### src/rtl/branch_ctrl_pkg.sv
// Shared types and defaults for the branch sequencer: FSM state, jump-kind
// encoding with its priority encoder, and default parameter values.
package branch_ctrl_pkg;

  localparam int BC_ADDR_W   = 32;
  localparam int BC_FLAG_LAT = 2;
  localparam int BC_CNT_W    = 16;

  typedef enum logic {
    BC_RUN,
    BC_HOLD
  } bc_state_t;

  typedef enum logic [1:0] {
    JK_NONE,
    JK_I,
    JK_CI,
    JK_CD
  } jump_kind_t;

  // Unconditional beats jump-if-zero, which beats jump-if-not-zero.
  function automatic jump_kind_t jump_encode(input logic valid,
                                             input logic jump_i,
                                             input logic jump_ci,
                                             input logic jump_cd);
    if (!valid)       return JK_NONE;
    else if (jump_i)  return JK_I;
    else if (jump_ci) return JK_CI;
    else if (jump_cd) return JK_CD;
    else              return JK_NONE;
  endfunction

endpackage

### src/rtl/branch_ctrl_unit_flag_scoreboard.sv
// In-flight FlagZ writer tracker: one bit per edge between a writer entering
// EX and its result reaching flag_z. `clear` is a synchronous clear.
module flag_scoreboard
  import branch_ctrl_pkg::*;
#(
  parameter int FLAG_LAT = BC_FLAG_LAT
) (
  input  logic                clk,
  input  logic                clear,
  input  logic                shift_en,
  input  logic                set_flag,
  output logic [FLAG_LAT-1:0] pending
);

  logic [FLAG_LAT-1:0] r_pend;

  generate
    if (FLAG_LAT == 1) begin : g_single
      always_ff @(posedge clk) begin
        if (clear)         r_pend <= '0;
        else if (shift_en) r_pend <= set_flag;
      end
    end else begin : g_shift
      // NOTE: state registers use non-blocking assignments so every flop
      // samples the pre-edge values, whatever order the blocks evaluate in.
      always_ff @(posedge clk) begin
        if (clear)         r_pend <= '0;
        else if (shift_en) r_pend <= {r_pend[FLAG_LAT-2:0], set_flag};
      end
    end
  endgenerate

  assign pending = r_pend;

endmodule

### src/rtl/branch_ctrl_unit.sv
// Branch sequencer beside ID: resolves JumpI/JumpCI/JumpCD against FlagZ and
// stalls conditional jumps behind in-flight flag writers.
// Optional statistics counters are enabled by defining BRANCH_CTRL_STATS_EN.
module branch_ctrl_unit
  import branch_ctrl_pkg::*;
#(
  parameter int ADDR_W   = BC_ADDR_W,
  parameter int FLAG_LAT = BC_FLAG_LAT,
  parameter int CNT_W    = BC_CNT_W
) (
  input  logic              clk,
  input  logic              rst,
  input  logic              id_valid,
  input  logic              id_jump_i,
  input  logic              id_jump_ci,
  input  logic              id_jump_cd,
  input  logic              id_sets_flag,
  input  logic [ADDR_W-1:0] id_target,
  input  logic              flag_z,
  input  logic              ext_stall,
  output logic              pc_src,
  output logic [ADDR_W-1:0] pc_target,
  output logic              stall_front,
  output logic              flush_if_id,
  output logic              flush_id_ex,
`ifdef BRANCH_CTRL_STATS_EN
  output logic [CNT_W-1:0]  stat_taken,
  output logic [CNT_W-1:0]  stat_not_taken,
  output logic [CNT_W-1:0]  stat_stall_cyc,
`endif
  output logic              ctrl_busy
);

  generate
    if (FLAG_LAT < 1 || ADDR_W < 1 || CNT_W < 1) begin : g_bad_param
      $error("branch_ctrl_unit: FLAG_LAT, ADDR_W and CNT_W must all be >= 1");
    end
  endgenerate

  bc_state_t           r_state;
  jump_kind_t          w_kind;
  logic [FLAG_LAT-1:0] w_pending;
  logic                w_pend_any;
  logic                w_cond;
  logic                w_taken;
  logic                w_wait;
  logic                w_active;
  logic                w_resolve;
  logic                w_set_flag;

  assign w_kind     = jump_encode(id_valid, id_jump_i, id_jump_ci, id_jump_cd);
  assign w_cond     = (w_kind == JK_CI) || (w_kind == JK_CD);
  assign w_taken    = (w_kind == JK_I) ||
                      ((w_kind == JK_CI) &&  flag_z) ||
                      ((w_kind == JK_CD) && !flag_z);
  assign w_pend_any = |w_pending;
  // HOLD keeps waiting on pend alone; ID is frozen so the jump is still there.
  assign w_wait     = w_pend_any && (r_state == BC_HOLD || w_cond);
  assign w_active   = !rst && !ext_stall;
  assign w_resolve  = w_active && !w_wait && (w_kind != JK_NONE);

  // NOTE: every output gets a default before the conditions so no path
  // leaves a signal unassigned, which would infer a latch.
  always_comb begin
    pc_src      = 1'b0;
    pc_target   = '0;
    stall_front = 1'b0;
    flush_if_id = 1'b0;
    flush_id_ex = 1'b0;
    if (w_active) begin
      if (w_wait) begin
        stall_front = 1'b1;
        flush_id_ex = 1'b1;
      end else if (w_taken) begin
        pc_src      = 1'b1;
        pc_target   = id_target;
        flush_if_id = 1'b1;
      end
    end
  end

  assign ctrl_busy  = (r_state == BC_HOLD);
  // A writer only counts once it actually advances into EX.
  assign w_set_flag = !stall_front && !flush_id_ex && id_valid && id_sets_flag;

  always_ff @(posedge clk) begin
    if (rst) begin
      r_state <= BC_RUN;
    end else if (!ext_stall) begin
      case (r_state)
        BC_RUN:  if (w_wait)  r_state <= BC_HOLD;
        BC_HOLD: if (!w_wait) r_state <= BC_RUN;
        default: r_state <= BC_RUN;
      endcase
    end
  end

  flag_scoreboard #(
    .FLAG_LAT (FLAG_LAT)
  ) u_flag_scoreboard (
    .clk      (clk),
    .clear    (rst),
    .shift_en (!ext_stall),
    .set_flag (w_set_flag),
    .pending  (w_pending)
  );

`ifdef BRANCH_CTRL_STATS_EN
  logic [CNT_W-1:0] r_taken;
  logic [CNT_W-1:0] r_not_taken;
  logic [CNT_W-1:0] r_stall_cyc;

  always_ff @(posedge clk) begin
    if (rst) begin
      r_taken     <= '0;
      r_not_taken <= '0;
      r_stall_cyc <= '0;
    end else if (!ext_stall) begin
      if (w_resolve &&  w_taken) r_taken     <= r_taken + CNT_W'(1);
      if (w_resolve && !w_taken) r_not_taken <= r_not_taken + CNT_W'(1);
      if (stall_front)           r_stall_cyc <= r_stall_cyc + CNT_W'(1);
    end
  end

  assign stat_taken     = r_taken;
  assign stat_not_taken = r_not_taken;
  assign stat_stall_cyc = r_stall_cyc;
`endif

endmodule
### config.mk
export PLATFORM = sky130hd
export DESIGN_NAME = branch_ctrl_unit
export DESIGN_NICKNAME = d
export VERILOG_FILES = /design/src/rtl/branch_ctrl_pkg.sv /design/src/rtl/branch_ctrl_unit_flag_scoreboard.sv /design/src/rtl/branch_ctrl_unit.sv
export SDC_FILE = /design/constraint.sdc
export NUM_CORES = 1
export LEC_CHECK = 0
export BUFFER_PORTS_ARGS = -buffer_cell sky130_fd_sc_hd__buf_4
export CORE_MARGIN = 1.5
export CORE_UTILIZATION = 39
export CTS_CLUSTER_SIZE = 28
export DETAILED_ROUTE_END_ITERATION = 8
export PLACE_DENSITY_LB_ADDON = 0.1
export SLEW_MARGIN = 20
export SYNTH_ARGS = -nofsm -noshare
export SYNTH_HDL_FRONTEND = slang
export SYNTH_SLANG_ARGS = --single-unit
export TNS_END_PERCENT = 30
### constraint.sdc
create_clock -name clk -period 3.06 [get_ports clk]
set_input_delay 0.153 -clock clk [delete_from_list [all_inputs] [get_ports clk]]
set_output_delay 0.153 -clock clk [all_outputs]
set_load 0.01 [all_outputs]
==> Word level (Yosys, flattened, before mapping) <==
Cells that the tools add are included.
{ "totals": {"wordCells": 32, "latch_bits": 0, "mem_count": 0, "ram_bits": 0, "regBits": 3, "mem_bits_ro": 0} }
{ "classes": {"div_mod_pow": 0, "magnitude_cmp": 0, "n_addsub": 0, "shifts": 0, "n_mul": 0, "n_eq_ne": 3, "n_mux": 12, "n_reduce_logical": 15, "bitwise_logic": 0} }
{ "ops": {"columns": ["op", "count"], "rows": [
  ["$mux 32", 3],
  ["$mux 2", 4],
  ["$logic_and 1x1->1", 6],
  ["$mux 1", 5],
  ["$eq 2x2->1 const B", 2],
  ["$logic_not 1->1", 4],
  ["$logic_or 1x1->1", 4],
  ["$eq 2x1->1 const B", 1],
  ["$reduce_or 2->1", 1]
]} }

==> Depth between registers and ports, before layout <==
{ "logic_depth": {"depth_word": 13, "ltp_mapped": 5, "mapped_depth_nobuf": 3} }

==> By module <==
From an unflattened synthesis, not the netlist that was laid out.
{ "unflattened": {"cells_unflattened": 98, "hier_area_um2": 835.8} }
{ "by_module_without_submodules": {"columns": ["module", "cells_per_inst", "seq_area_each_um2", "area_per_inst_um2", "n_inst"], "rows": [
  ["branch_ctrl_unit", 92, 20.0, 768.2, 1],
  ["flag_scoreboard", 6, 40.0, 67.6, 1]
]} }

==> Least setup slack after synthesis <==
Ideal clock, no wire load.
{ "synth_timing": {"kind": "register to output", "start": "reg u_flag_scoreboard.r_pend[0], in the netlist u_flag_scoreboard.pending[0]", "end": "out pc_src", "n_path_buf": 3, "required_time_ns": 2.907, "slack_ns": 1.582, "stages_incl_launch_ff": 6, "t_arrival_ns": 1.325, "path_cell_list": "dfxtp_1 or2_1 clkbuf_1 buf_2 a21oi_1 buf_4"} }
{ "synth_via": {"elab_chain_len": 4} }
{ "synth_lines": {"columns": ["item", "line", "source"], "rows": [
  ["from (decl)", "branch_ctrl_unit_flag_scoreboard.sv:15", "logic [FLAG_LAT-1:0] r_pend;"],
  ["from (signal assigned)", "branch_ctrl_unit_flag_scoreboard.sv:28", "else if (shift_en) r_pend <= {r_pend[FLAG_LAT-2:0], set_flag};"],
  ["$reduce_or 2->1", "branch_ctrl_unit.sv:56", "assign w_pend_any = |w_pending;"],
  ["$logic_and 1x1->1", "branch_ctrl_unit.sv:58", "assign w_wait = w_pend_any && (r_state == BC_HOLD || w_cond);"],
  ["$mux 1 (2 in a row)", null, null],
  ["to (decl)", "branch_ctrl_unit.sv:21", "output logic pc_src,"]
]} }
Every way passes these cells.

==> Worst setup path after layout <==
{ "layout_timing": {"start": "reg u_flag_scoreboard.r_pend[0], in the netlist u_flag_scoreboard.pending[0]", "end": "out stall_front"} }
{ "layout_via": {"elab_chain_len": 4} }
{ "layout_lines": {"columns": ["item", "line", "source"], "rows": [
  ["$reduce_or 2->1", "branch_ctrl_unit.sv:56", null],
  ["$logic_and 1x1->1", "branch_ctrl_unit.sv:58", null],
  ["$mux 1", "branch_ctrl_unit.sv:71", "if (w_wait) begin"],
  ["$mux 1", "branch_ctrl_unit.sv:70", "if (w_active) begin"],
  ["to (decl)", "branch_ctrl_unit.sv:23", "output logic stall_front,"]
]} }
Every way passes these cells.

==> results.md <==
- The flow ran to the end, and the final reports show no timing, DRC or antenna violations.
- The signal on the critical path passes through or2_2 > and3_1 > buf_4.
- After synthesis, the mean cell area works out to 7.97 sq um.
- The transition time of the tightest slew-check pin is 0.865 ns.
- The clock passes through at most 2 buffers.
- For this design the static power due to leakage is 0.727 nW.
- TritonCTS built the clock tree.
- The number of register bits inferred by synthesis is 3.
- After synthesis, flip-flops and latches occupy 7.47% of the total area.
- The max-cap check violation count is 0.
- The number of CTS-inserted buffers is 3.
- For this design the ratio of total power to cell area is 180 mW/mm^2.
- The endpoint class of the critical path is an output pin.
- The floorplan core area is between 0.0015 and 0.002 sq mm.
- The clock transition at the register clock pins on the worst setup and hold paths after CTS is 0.04 ns.
- The maximum number of pins on one net before global-route repair is 35.
- In this run the count of I/O pins placed on the die edge is 78.
- The clock insertion delay at the later pin of the skew report is 0.24 ns.
- Global routing used 17.9% of the available tracks.
- The class of the worst hold path is in -> reg.
- On the worst path, the slowest cell contributes a delay of 0.71 ns.
- After layout, the worst path uses 61.1% of the clock period.
- The number of instances resized during post-cts repair is 0.
- The DRC violations left is 0.
- The post-CTS repair timing setup buffer count is 0.
- The count of final hold-check violations is 0.
- The number of cells produced by synthesis is between 100 and 150.
- The area of the die is 0.00234 sq mm.
- The number of nets with antenna violations after routing is 0.
- The die extent in y is 48.4 um.
- For this run, the detailed router's first-pass iteration total came to 5.
- Wires add up to roughly 2200 um.
- Routability-driven placement finished with a final weighted congestion of 0.685.
- The residual overflow from global routing is 0.
- The sum of buffers and inverters on the critical path is 1.
- The minimum clock period after layout is 1.87 ns.
- At the worst endpoint, the required time is between 2 and 3 ns.
- After synthesis the cells add up to 805 sq um.
- Global routing used 19.5% of the available met1 tracks.
- The count of hold buffers inserted by post-cts repair is 0.
- Headroom to the max-slew limit came out at 42.3%.
- The number of nets in the layout is roughly 210.
- Setup repair after global routing left no endpoint under its margin.
- Detailed routing inserted a total of 962 vias.
- The sink count of the clock tree is 3.
- The post-route netlist has approximately two thirds of its cells at a drive strength greater than 1.
- For the worst setup path, the data arrival time is 1.72 ns.
- The number of max-slew violations in the final report is 0.
- The category of the most critical setup path is reg -> out.
- STA classifies the critical path startpoint as a register.
- Leaving out fill and tap cells, the most frequent cell in the layout is buf_4.
- The detailed-placement wirelength estimate is 1720 um.
- The accumulated negative setup slack is 0 ns.
- The site row count is 16.
- The worst supply voltage drop on vdd is 0.000250 V.
- met2 is the most crowded layer.
- The antenna diode instance count is 0.
- After detailed routing, the average wire length per cell comes to 11.1 um.
- The number of nets handed over by synthesis was 142.
- The slowest stage of the critical path is the or2_2 cell.
- The number of distinct library cell variants in the gate-level netlist after synthesis is 23.
- The global-route track usage on met2 is between 30 and 40%.
- The effective utilization at floorplan is approximately two fifths.
- Across the routed clock network, the largest skew measured is roughly 0.0021 ns.
- In this run the horizontal extent of the chip is roughly 48 um.
- The cell total after placement is 195.
- The violation count after the first detailed-routing iteration is 20.
- The synthesis-to-layout area growth is 71.9%.
- The timing-limited maximum frequency is 535 MHz.
- The count of non-filler cells in the finished layout is a little under 200.
- The cell family with the largest share of critical-path delay is simple AND/OR/NAND/NOR gates.
- Yosys printed 0 warnings.
- In the routed layout, each cell is associated on average with a via count of 4.83.
- The final-report setup violation count is 0.
- In this run the number of H-tree levels came out at 1.
- The highest net fanout along the worst path is 34.
- The initial antenna violation count was 0.
- The met3 capacity usage during global routing is 3.70%.
- The via count of the first global-routing pass is ~840.
- The count of port buffers added during placement is 77.
- In the layout the commonest cells are 79 x buf_4, 33 x inv_1, 29 x a211oi_2.
- The first global-routing pass estimated 3460 um of wire.
- The root buffer selected by CTS is clkbuf_4.
## report_power, final
part | leakage, nW | total, mW | internal [mW] | switching [mW]
clock | 0.0150 | 0.0732 | 0.0491 | 0.0241
sequential | 0.0244 | 0.0421 | 0.0409 | 0.00129
combinational | 0.687 | 0.134 | 0.0641 | 0.0700
## registers in the layout, indices dropped and copies added (netlist names)
signal and count:
u_flag_scoreboard.pending 2, ctrl_busy 1
## cell type report
cell class | count | area [sq um]
repair buffers | 79 | 593
flip-flops and latches | 3 | 60.1
inverters | 33 | 124
fillers | 175 | 579
well taps | 27 | 33.8
clock buffers | 4 | 26.3
multi-input cells | 53 | 546
## logic make-up (layout without fill, tap and decap cells)
kind of cell | after synthesis | after routing | synth area share [%]
simple gates | 13 | 13 | 10.6
mux | 1 | 1 | 1.24
compound gates | 39 | 39 | 54.1
flops | 3 | 3 | 7.47
buf+inv | 45 | 116 | 26.6
## routing by layer
layer	vias up	wire, um
met1	426	861
met4	0	30
li1	486	-
met3	6	164
met2	44	1140
met5	-	0
## stage by stage
step | power, mW | cell area, sq um | hold slack (ns) | util, % | setup WS [ns]
finish | 0.249 | 1380 | 0.127 | 70.5 | 1.19
global route | 0.266 | 1380 | 0.136 | 70.5 | 1.06
CTS | 0.251 | 1380 | 0.125 | 70.5 | 1.19
detailed placement | 0.177 | 1360 | 0.372 | 69.1 | 1.19
global placement | 0.174 | 1360 | 0.366 | 69.1 | 1.24
floorplan | 0.118 | 805 | 0.225 | - | 1.58
## worst paths after layout
path | from | to | slack (ns) | cells after the start
setup / recovery | u_flag_scoreboard.pending[0]$_SDFFE_PP0N_ | stall_front | 1.19 | 3
hold / removal | rst | u_flag_scoreboard.pending[1]$_SDFFE_PP0N_ | 0.13 | 2
setup reg to reg | ctrl_busy$_SDFFE_PP0N_ | ctrl_busy$_SDFFE_PP0N_ | 2.04 | 3
hold reg to reg | u_flag_scoreboard.pending[1]$_SDFFE_PP0N_ | u_flag_scoreboard.pending[1]$_SDFFE_PP0N_ | 0.54 | 2
## worst register-to-register path: cells and delay by family (launching register included)
family	cells	cell delay, ns
DFF	1	0.35
and+or+nand+nor	1	0.25
buffers and inverters	1	0.10
AOI/OAI and AO/OA	1	0.26
## synthesized netlist by cell type
master      n  area (sq um)
a31oi_1     1          6.26
clkbuf_1    1          3.75
and3b_1     2          17.5
nand2_1     2          7.51
a211oi_2   29           363
inv_1      33           124
buf_4       5          37.5
a211oi_1    3          22.5
o21ai_2     2          17.5
buf_6       3          33.8
o21ai_0     1          5.00
a21oi_1     1          5.00
dfxtp_1     3          60.1
buf_2       3          15.0
mux2i_1     1          10.0
nor3b_4     1          18.8
a21o_1      1          7.51
o2111ai_1   1          8.76
nand2b_1    1          6.26
nor3b_1     1          7.51
nor2_1      4          15.0
and3_1      1          6.26
or2_1       1          6.26
No activity file was read; power rests on OpenSTA's default activity.
